==> src/rtl/tmds_period_encoder.sv <==
// N_CH-lane HDMI TMDS encoder with automatic preamble/guard sequencing and a fixed 2-cycle pipeline.
// Optional macro TMDS_DISP_MON_EN adds a sticky running-disparity monitor output (disp_err).
module tmds_period_encoder #(
    parameter int N_CH         = 3,
    parameter int PREAMBLE_LEN = 8,
    parameter int GUARD_LEN    = 2
) (
    input  logic                pxl_clk,
    input  logic                rst_n,
    input  logic [1:0]          period_req,
    input  logic [2*N_CH-1:0]   ctrl,
    input  logic [8*N_CH-1:0]   video_data,
    input  logic [4*N_CH-1:0]   island_data,
    output logic                data_ready,
    output logic [2:0]          period,
    output logic [10*N_CH-1:0]  tmds
`ifdef TMDS_DISP_MON_EN
    ,
    output logic                disp_err
`endif
);

    typedef enum logic [2:0] {
        ST_CTRL   = 3'd0,
        ST_PRE_V  = 3'd1,
        ST_GRD_V  = 3'd2,
        ST_VIDEO  = 3'd3,
        ST_PRE_I  = 3'd4,
        ST_GRD_IL = 3'd5,
        ST_ISLAND = 3'd6,
        ST_GRD_IT = 3'd7
    } state_t;

    localparam logic [3:0] PRE_LAST = 4'(PREAMBLE_LEN - 1);
    localparam logic [3:0] GRD_LAST = 4'(GUARD_LEN - 1);
    localparam logic [9:0] CTRL_00  = 10'b1101010100;
    localparam logic [9:0] GRD_A    = 10'b1011001100;
    localparam logic [9:0] GRD_B    = 10'b0100110011;

    function automatic logic [9:0] ctrl_code(input logic [1:0] c);
        logic [9:0] s;
        case (c)
            2'b00:   s = 10'b1101010100;
            2'b01:   s = 10'b0010101011;
            2'b10:   s = 10'b0101010100;
            default: s = 10'b1010101011;
        endcase
        return s;
    endfunction

    function automatic logic [9:0] terc4(input logic [3:0] d);
        logic [9:0] s;
        case (d)
            4'h0:    s = 10'b1010011100;
            4'h1:    s = 10'b1001100011;
            4'h2:    s = 10'b1011100100;
            4'h3:    s = 10'b1011100010;
            4'h4:    s = 10'b0101110001;
            4'h5:    s = 10'b0100011110;
            4'h6:    s = 10'b0110001110;
            4'h7:    s = 10'b0100111100;
            4'h8:    s = 10'b1011001100;
            4'h9:    s = 10'b0100111001;
            4'hA:    s = 10'b0110011100;
            4'hB:    s = 10'b1011000110;
            4'hC:    s = 10'b1010001110;
            4'hD:    s = 10'b1001110001;
            4'hE:    s = 10'b0101100011;
            default: s = 10'b1011000011;
        endcase
        return s;
    endfunction

    // Transition-minimising first stage of the 8b/10b video code; bit 8 = 1 means XOR chain.
    function automatic logic [8:0] qm_encode(input logic [7:0] d);
        logic [3:0] n1;
        logic       use_xnor;
        logic [8:0] q;
        n1       = 4'($countones(d));
        use_xnor = (n1 > 4'd4) || ((n1 == 4'd4) && !d[0]);
        q[0]     = d[0];
        for (int i = 1; i < 8; i++) begin
            q[i] = use_xnor ? ~(q[i-1] ^ d[i]) : (q[i-1] ^ d[i]);
        end
        q[8] = ~use_xnor;
        return q;
    endfunction

    state_t     state_q, state_d;
    logic [3:0] cnt_q, cnt_d;
    logic       s1_vid_q, s1_vid_d;

    always_comb begin
        state_d = state_q;
        cnt_d   = 4'd0;
        case (state_q)
            ST_CTRL: begin
                if (period_req == 2'd1)      state_d = ST_PRE_V;
                else if (period_req == 2'd2) state_d = ST_PRE_I;
            end
            ST_PRE_V, ST_PRE_I: begin
                if (cnt_q == PRE_LAST) state_d = (state_q == ST_PRE_V) ? ST_GRD_V : ST_GRD_IL;
                else                   cnt_d   = cnt_q + 4'd1;
            end
            ST_GRD_V: begin
                if (cnt_q == GRD_LAST) state_d = ST_VIDEO;
                else                   cnt_d   = cnt_q + 4'd1;
            end
            ST_GRD_IL: begin
                if (cnt_q == GRD_LAST) state_d = ST_ISLAND;
                else                   cnt_d   = cnt_q + 4'd1;
            end
            ST_VIDEO: begin
                if (period_req != 2'd1) state_d = ST_CTRL;
            end
            ST_ISLAND: begin
                if (period_req != 2'd2) state_d = ST_GRD_IT;
            end
            ST_GRD_IT: begin
                if (cnt_q == GRD_LAST) state_d = ST_CTRL;
                else                   cnt_d   = cnt_q + 4'd1;
            end
            default: state_d = ST_CTRL;
        endcase
    end

    assign s1_vid_d   = (state_q == ST_VIDEO);
    assign data_ready = (state_q == ST_VIDEO) || (state_q == ST_ISLAND);
    assign period     = state_q;

    always_ff @(posedge pxl_clk) begin
        if (!rst_n) begin
            state_q  <= ST_CTRL;
            cnt_q    <= 4'd0;
            s1_vid_q <= 1'b0;
        end else begin
            state_q  <= state_d;
            cnt_q    <= cnt_d;
            s1_vid_q <= s1_vid_d;
        end
    end

`ifdef TMDS_DISP_MON_EN
    logic [N_CH-1:0] lane_err;
    logic            prev_vid_q;
    logic            disp_err_q, disp_err_d;

    assign disp_err_d = disp_err_q | (|lane_err);
    assign disp_err   = disp_err_q;

    always_ff @(posedge pxl_clk) begin
        if (!rst_n) begin
            prev_vid_q <= 1'b0;
            disp_err_q <= 1'b0;
        end else begin
            prev_vid_q <= s1_vid_q;
            disp_err_q <= disp_err_d;
        end
    end
`endif

    for (genvar gi = 0; gi < N_CH; gi++) begin : g_lane
        // Lanes beyond 2 follow lane 1 for preamble and guard symbols.
        localparam logic [1:0] PRE_V_C = (gi == 2) ? 2'b00 : 2'b01;
        localparam logic [9:0] GRD_V_S = ((gi == 0) || (gi == 2)) ? GRD_A : GRD_B;
        localparam bit         IS_L0   = (gi == 0);

        logic [9:0]        s1_sym_q, s1_sym_d;
        logic [9:0]        tmds_q, tmds_d;
        logic signed [4:0] dcnt_q, dcnt_d;
        logic [8:0]        q_m;
        logic [3:0]        n1, n0;
        logic signed [4:0] diff;

        always_comb begin
            s1_sym_d = ctrl_code(ctrl[2*gi +: 2]);
            case (state_q)
                ST_PRE_V: if (!IS_L0) s1_sym_d = ctrl_code(PRE_V_C);
                ST_PRE_I: if (!IS_L0) s1_sym_d = ctrl_code(2'b01);
                ST_GRD_V: s1_sym_d = GRD_V_S;
                ST_GRD_IL, ST_GRD_IT: s1_sym_d = IS_L0 ? terc4({2'b11, ctrl[1:0]}) : GRD_B;
                ST_VIDEO:  s1_sym_d = {1'b0, qm_encode(video_data[8*gi +: 8])};
                ST_ISLAND: s1_sym_d = terc4(island_data[4*gi +: 4]);
                default:   s1_sym_d = ctrl_code(ctrl[2*gi +: 2]);
            endcase
        end

        assign q_m  = s1_sym_q[8:0];
        assign n1   = 4'($countones(q_m[7:0]));
        assign n0   = 4'd8 - n1;
        assign diff = $signed(5'(n1)) - $signed(5'(n0));

        // DC balancing; any non-video symbol leaves the counter at zero.
        always_comb begin
            tmds_d = s1_sym_q;
            dcnt_d = 5'sd0;
            if (s1_vid_q) begin
                if ((dcnt_q == 5'sd0) || (n1 == n0)) begin
                    tmds_d = {~q_m[8], q_m[8], q_m[8] ? q_m[7:0] : ~q_m[7:0]};
                    dcnt_d = q_m[8] ? (dcnt_q + diff) : (dcnt_q - diff);
                end else if ((!dcnt_q[4] && (n1 > n0)) || (dcnt_q[4] && (n0 > n1))) begin
                    tmds_d = {1'b1, q_m[8], ~q_m[7:0]};
                    dcnt_d = dcnt_q + $signed({3'b000, q_m[8], 1'b0}) - diff;
                end else begin
                    tmds_d = {1'b0, q_m[8], q_m[7:0]};
                    dcnt_d = dcnt_q - $signed({3'b000, ~q_m[8], 1'b0}) + diff;
                end
            end
        end

        always_ff @(posedge pxl_clk) begin
            if (!rst_n) begin
                s1_sym_q <= CTRL_00;
                tmds_q   <= CTRL_00;
                dcnt_q   <= 5'sd0;
            end else begin
                s1_sym_q <= s1_sym_d;
                tmds_q   <= tmds_d;
                dcnt_q   <= dcnt_d;
            end
        end

        assign tmds[10*gi +: 10] = tmds_q;

`ifdef TMDS_DISP_MON_EN
        assign lane_err[gi] = (dcnt_q > 5'sd8) || (dcnt_q < -5'sd8)
                            || (s1_vid_q && !prev_vid_q && (dcnt_q != 5'sd0));
`endif
    end

endmodule

==> config.mk <==
export PLATFORM = sky130hd
export DESIGN_NAME = tmds_period_encoder
export DESIGN_NICKNAME = d
export VERILOG_FILES = /design/src/rtl/tmds_period_encoder.sv
export SDC_FILE = /design/constraint.sdc
export NUM_CORES = 1
export LEC_CHECK = 0
export BUFFER_PORTS_ARGS = -buffer_cell sky130_fd_sc_hd__buf_2
export CAP_MARGIN = 20
export CORE_MARGIN = 5
export CORE_UTILIZATION = 30
export CTS_CLUSTER_DIAMETER = 150
export DETAILED_ROUTE_END_ITERATION = 12
export SYNTH_ARGS = -nofsm -noshare
export SYNTH_HDL_FRONTEND = slang
export SYNTH_SLANG_ARGS = --single-unit
export TNS_END_PERCENT = 50
==> constraint.sdc <==
create_clock -name pxl_clk -period 8.3 [get_ports pxl_clk]
set_input_delay 1.245 -clock pxl_clk [delete_from_list [all_inputs] [get_ports pxl_clk]]
set_output_delay 1.245 -clock pxl_clk [all_outputs]
set_load 0.02 [all_outputs]
# Word level (Yosys, flattened, before mapping)
# Memories as Yosys holds them, arrays and structs flattened.
# Index checks and enable logic that the tools add are counted.
[word_totals]
regBits = 83
rom_bits = 480
in_bits = 46
output_inout_bits = 34
elab_cells = 273
memories = 3
[op_classes]
n_addsub = 67
order_cmp = 9
n_eq_ne = 32
mux = 62
bitwise = 51
n_reduce_logical = 37
[memory_table]
columns = ["name", "depth", "word_bits", "rd", "rd_clocked_by_memory_dff", "wr", "line_no", "text"]
rows = [
  ["(no name shown)", 16, 10, 1, 0, 0, "53", "case (d)"],
  ["(no name shown)", 16, 10, 1, 0, 0, "53", ""],
  ["(no name shown)", 16, 10, 1, 0, 0, "53", ""],
]
[ops]
columns = ["operator", "n"]
rows = [
  ["10-bit case mux with 3 select lines", 4],
  ["10-bit two-way mux", 9],
  ["10-bit case mux with 4 select lines", 2],
  ["10-bit case mux with 6 select lines", 1],
  ["1-bit by 1-bit adder with 2-bit output", 24],
  ["5-bit two-way mux", 9],
  ["2-bit by 2-bit adder with 3-bit output", 12],
  ["5-bit adder", 6],
  ["5-bit subtractor", 6],
  ["3-bit two-way mux", 9],
  ["1-bit NOT", 27],
  ["3-bit by 3-bit adder with 4-bit output", 6],
  ["4-bit greater-than comparator", 6],
  ["8-bit two-way mux", 3],
  ["8-bit NOT", 3],
  ["1-bit two-way mux", 21],
  ["3-bit case mux with 7 select lines", 1],
  ["1-bit XOR", 21],
  ["4-bit by 3-bit == test with 1-bit output (second input constant)", 4],
  ["5-bit by 3-bit adder with 5-bit output", 3],
  ["5-bit zero test", 3],
  ["4-bit by 4-bit subtractor with 5-bit output", 3],
  ["5-bit by 3-bit subtractor with 5-bit output", 3],
  ["3-bit == test (second input constant)", 4],
  ["23 further kinds", 68],
]

# Logic depth before layout (Yosys ltp)
[depth]
word_depth = 26
ltp_mapped = 23
ltp_nobuf = 21

# Worst setup path after synthesis
# No wires, ideal clock.
[synth_timing]
path_kind = "register to register"
startpoint = "reg g_lane[1].s1_sym_q[0]"
endpoint = "reg g_lane[1].dcnt_q[4]"
setup_ns = 0.072
t_arrival_ns = 5.144
required_time_ns = 8.228
setup_slack_ns = 3.084
path_stages_with_launch = 22
period_less_slack_ns = 5.216
cell_sequence = "dfxtp_1 -> fa_1 -> inv_1 -> fa_1 -> fa_1 -> inv_1 -> ha_1 -> fa_1 -> or2_1 -> buf_2 -> ha_1 -> clkbuf_1 -> nor2_1 -> a21oi_1 -> ha_1 -> inv_1 -> ha_1 -> a21oi_1 -> xnor2_1 -> a211oi_1 -> a311oi_2 -> mux2i_1"
[synth_between]
elab_chain_len = 9
word_cells_on_any_way = 19
cone_classes = "add/sub (9); order compare (2); eq/ne (1); mux (3); reduce/logical (4)"
[synth_rtl]
columns = ["element", "line_no", "text"]
rows = [
  ["start: declaration", "168", "logic [9:0] s1_sym_q, s1_sym_d;"],
  ["start signal: assignment", "217", "s1_sym_q <= s1_sym_d;"],
  ["1-bit by 1-bit adder with 2-bit output (not written as such) (*)", "189", "assign n1 = 4'($countones(q_m[7:0]));"],
  ["2-bit by 2-bit adder with 3-bit output (not written as such) (*)", "189", ""],
  ["3-bit by 3-bit adder with 4-bit output (not written as such) (*)", "189", ""],
  ["branches (longest 5 deep; another with 4-bit by 4-bit subtractor with 5-bit output)", "n/a", ""],
  ["5-bit two-way mux (*)", "198", "if ((dcnt_q == 5'sd0) || (n1 == n0)) begin"],
  ["end signal: assignment", "219", "dcnt_q <= dcnt_d;"],
  ["end: declaration", "170", "logic signed [4:0] dcnt_q, dcnt_d;"],
]
# Every way passes the cells marked *.
# A chain may end at the register's enable or synchronous reset.

# Final worst setup path
[layout_timing]
startpoint = "reg g_lane[0].s1_sym_q[0]"
endpoint = "reg g_lane[0].dcnt_q[4]"
[layout_between]
elab_chain_len = 9
word_cells_on_any_way = 19
cone_classes = "add/sub (9); order compare (2); eq/ne (1); mux (3); reduce/logical (4)"
[layout_rtl]
columns = ["element", "line_no"]
rows = [
  ["start: declaration", "168"],
  ["start signal: assignment", "217"],
  ["1-bit by 1-bit adder with 2-bit output (not written as such) (*)", "189"],
  ["2-bit by 2-bit adder with 3-bit output (not written as such) (*)", "189"],
  ["3-bit by 3-bit adder with 4-bit output (not written as such) (*)", "189"],
  ["branches (longest 5 deep; another with 4-bit by 4-bit subtractor with 5-bit output)", "n/a"],
  ["5-bit two-way mux (*)", "198"],
  ["end signal: assignment", "219"],
  ["end: declaration", "170"],
]
# Marked as above.

==> flow_metrics.tcl <==
set metrics [dict create \
    syn-num-nets 1205 \
    synth_edf_count 0 \
    wire_per_inst_um 14.4 \
    grt_pass1_wl_mm 34.5 \
    drc 0 \
    synth_seq_cells 83 \
    worst-path-stages 21 \
    ys_types 77 \
    die_area_sq_mm 0.0317 \
    fin_area_sq_mm 0.00947 \
    synth_top_area_share_pct 19.6 \
    worst-r2r-cell-count 21 \
    antenna_found_initial 0 \
    startpoint "g_lane[0].s1_sym_q[0]" \
    hold_ws_ns 0.439 \
    synth.cells.most_frequent "127 x inv_1, 112 x ha_1, 83 x dfxtp_1, 83 x nor2_1, 63 x nand2_1" \
    synthCells 1008 \
    rows 61 \
    cts_hold_buf 0 \
    ys.flop_type "dfxtp_1" \
    route.vias.total 6984 \
    critPathSlowestCell "fa_1" \
    syn_avg_cell_area_sq_um 8.40 \
    cpPeakStageDelay_ns 0.55 \
    final_antenna_net_count 0 \
    setup.worst_path.end_class "flop" \
    path_buf_inv 4 \
    clkTransAtPathRegs_ns 0.07 \
    clock_latency_ns 0.34 \
    grt_pass1_vias 6929 \
    synthArstFlopShare_pct 0 \
    tritoncts "done" \
    tns_ns 0 \
    rsz0062_at_grt "false" \
    cp.required_ns 8.57 \
    grt_use_total_pct 13.2 \
    timing.rr.end "g_lane[0].dcnt_q[4]" \
    finalWeightedCongestion 0.858 \
    coreArea_sq_mm 0.0279 \
    place_area_sq_mm 0.00916 \
    min_period_over_period_pct 67.7 \
    viasPerCell 4.86 \
    fin_crit_ns 5.62 \
    portBuffers 79 \
    yosys_warnings 0 \
    nNetsFinal 1251 \
    htree_levels 3 \
    arrival_ns 5.90 \
    post-route-util_pct 34.0 \
    outcome "complete, no violations" \
    drv_slew 0 \
    setup_viol_count_final 0 \
    syn2layout_area_growth_pct 11.8 \
    slew_headroom_pct 28.9 \
    grt.overflow.total 0 \
    ctsLongestPathBuffers 2 \
    finalHoldViolations 0 \
    synth_most_common_cell "inv_1" \
    postCtsSetupRepairBufs 0 \
    critical_path_class "flop to flop" \
    reg2reg_slack_ns 2.68 \
    synth-seq-area-share_pct 19.6 \
    tightest_slew_ns 1.04 \
    cts-resized-gates 0 \
    maxCapViolCount 0 \
    ios 80 \
    first_pass_iters 6 \
    die_x_um 178 \
    min_path_type "flop to flop" \
    syn_area_sq_mm 0.00847 \
    cts.sinks 83 \
    grt_max_degree 71 \
    path_max_fanout 7 \
    crit_chain "fa_1 -> inv_1 -> fa_1 -> fa_1 -> inv_1 -> ha_1 -> fa_1 -> nor2_1 -> inv_2 -> ha_1 -> nor2b_1 -> mux2i_1 -> o221ai_1 -> ha_1 -> inv_1 -> ha_1 -> a21oi_1 -> xnor2_1 -> nor3_1 -> a311oi_1 -> mux2i_1" \
    critical_path.top_delay_family "adder cells" \
    yosys.area.top_type "dfxtp_1" \
    dp_hpwl_mm 16.4 \
    cts_made_buffers 9 \
    endpoint "g_lane[0].dcnt_q[4]" \
    first_iter_violations 450 \
    startpoint_type "flop" \
    die_h_um 178 \
    r2r_start "g_lane[0].s1_sym_q[0]" \
    start_util_pct 30.4 \
    drive_gt1_share_pct 12.4 \
    synthTopCellsByArea "dfxtp_1 20%, ha_1 17%, fa_1 9.2%, inv_1 5.6%, xnor2_1 4.3%" \
    totalWireLength_mm 20.7 \
    skew_ns 0.00906 \
    max_freq_ghz 0.178 \
    cts-root-buf "clkbuf_16" \
]
sequential cells by signal, indices dropped and copies added, names as in the netlist, named ones only:
register and count:
g_lane.s1_sym_q 30, g_lane.tmds_q 30, g_lane.dcnt_q 12, cnt_q 4, period 3, s1_vid_q 1
cells by family after synthesis:
| group | count (synthesis) | synth area share (%) |
|---|---|---|
| compound gates | 233 | 19.8 |
| xor+xnor | 68 | 8.36 |
| fa+ha+maj | 151 | 25.8 |
| buf+inv | 178 | 8.13 |
| flops | 83 | 19.6 |
| mux | 22 | 2.82 |
| simple gates | 273 | 15.5 |
per-stage QoR:
stage / instances / worst slack [ns]
after floorplan: 1008 / 3.08
after global placement: 1420 / 2.85
after detailed placement: 1420 / 2.69
after CTS: 1436 / 2.67
after global routing: 1437 / 2.25
final: 1438 / 2.68
per-layer routing:
layer  routed length (um)  GRT usage (%)  vias to the layer above
met5                    0              0                        -
met4                  271           3.64                        0
met3                  850           1.99                       22
met2                 9340           21.2                      161
met1                10200           18.6                     3251
li1                     -              -                     3550
placed cells by master (no fill, tap or decap), types with 18 or more instances in the layout:
master,count
inv_1,127
ha_1,112
nor2_1,83
dfxtp_1,83
buf_2,79
nand2_1,63
a21oi_1,54
xnor2_1,42
fa_1,39
nand3_1,38
o21ai_0,27
nand2b_1,19
a21o_1,18
o211ai_1,18
worst min-delay path by stage:
stage | from | to | slack, ns | depth (start not counted)
after detailed placement | g_lane[0].s1_sym_q[9] | g_lane[0].tmds_q[9] | 0.43 | 1
after global placement | g_lane[0].s1_sym_q[9] | g_lane[0].tmds_q[9] | 0.44 | 1
after floorplan | g_lane[0].s1_sym_q[9] | g_lane[0].tmds_q[9] | 0.42 | 1
after CTS | g_lane[0].s1_sym_q[9] | g_lane[0].tmds_q[9] | 0.44 | 1
final | g_lane[0].s1_sym_q[9] | g_lane[0].tmds_q[9] | 0.44 | 1
after global routing | g_lane[0].s1_sym_q[9] | g_lane[0].tmds_q[9] | 0.48 | 1
layout make-up:
type	instances	area, sq um
Tap cell	378	473
Fill cell	2930	18400
Clock inverter	5	60.1
Multi-Input combinational cell	747	6120
Sequential cell	83	1660
Antenna cell	1	2.50
Timing Repair Buffer	83	425
Clock buffer	11	243
Inverter	130	488
Power is not shown: default switching activity piles up to over one toggle a cycle in this logic, so the estimate is an artifact.
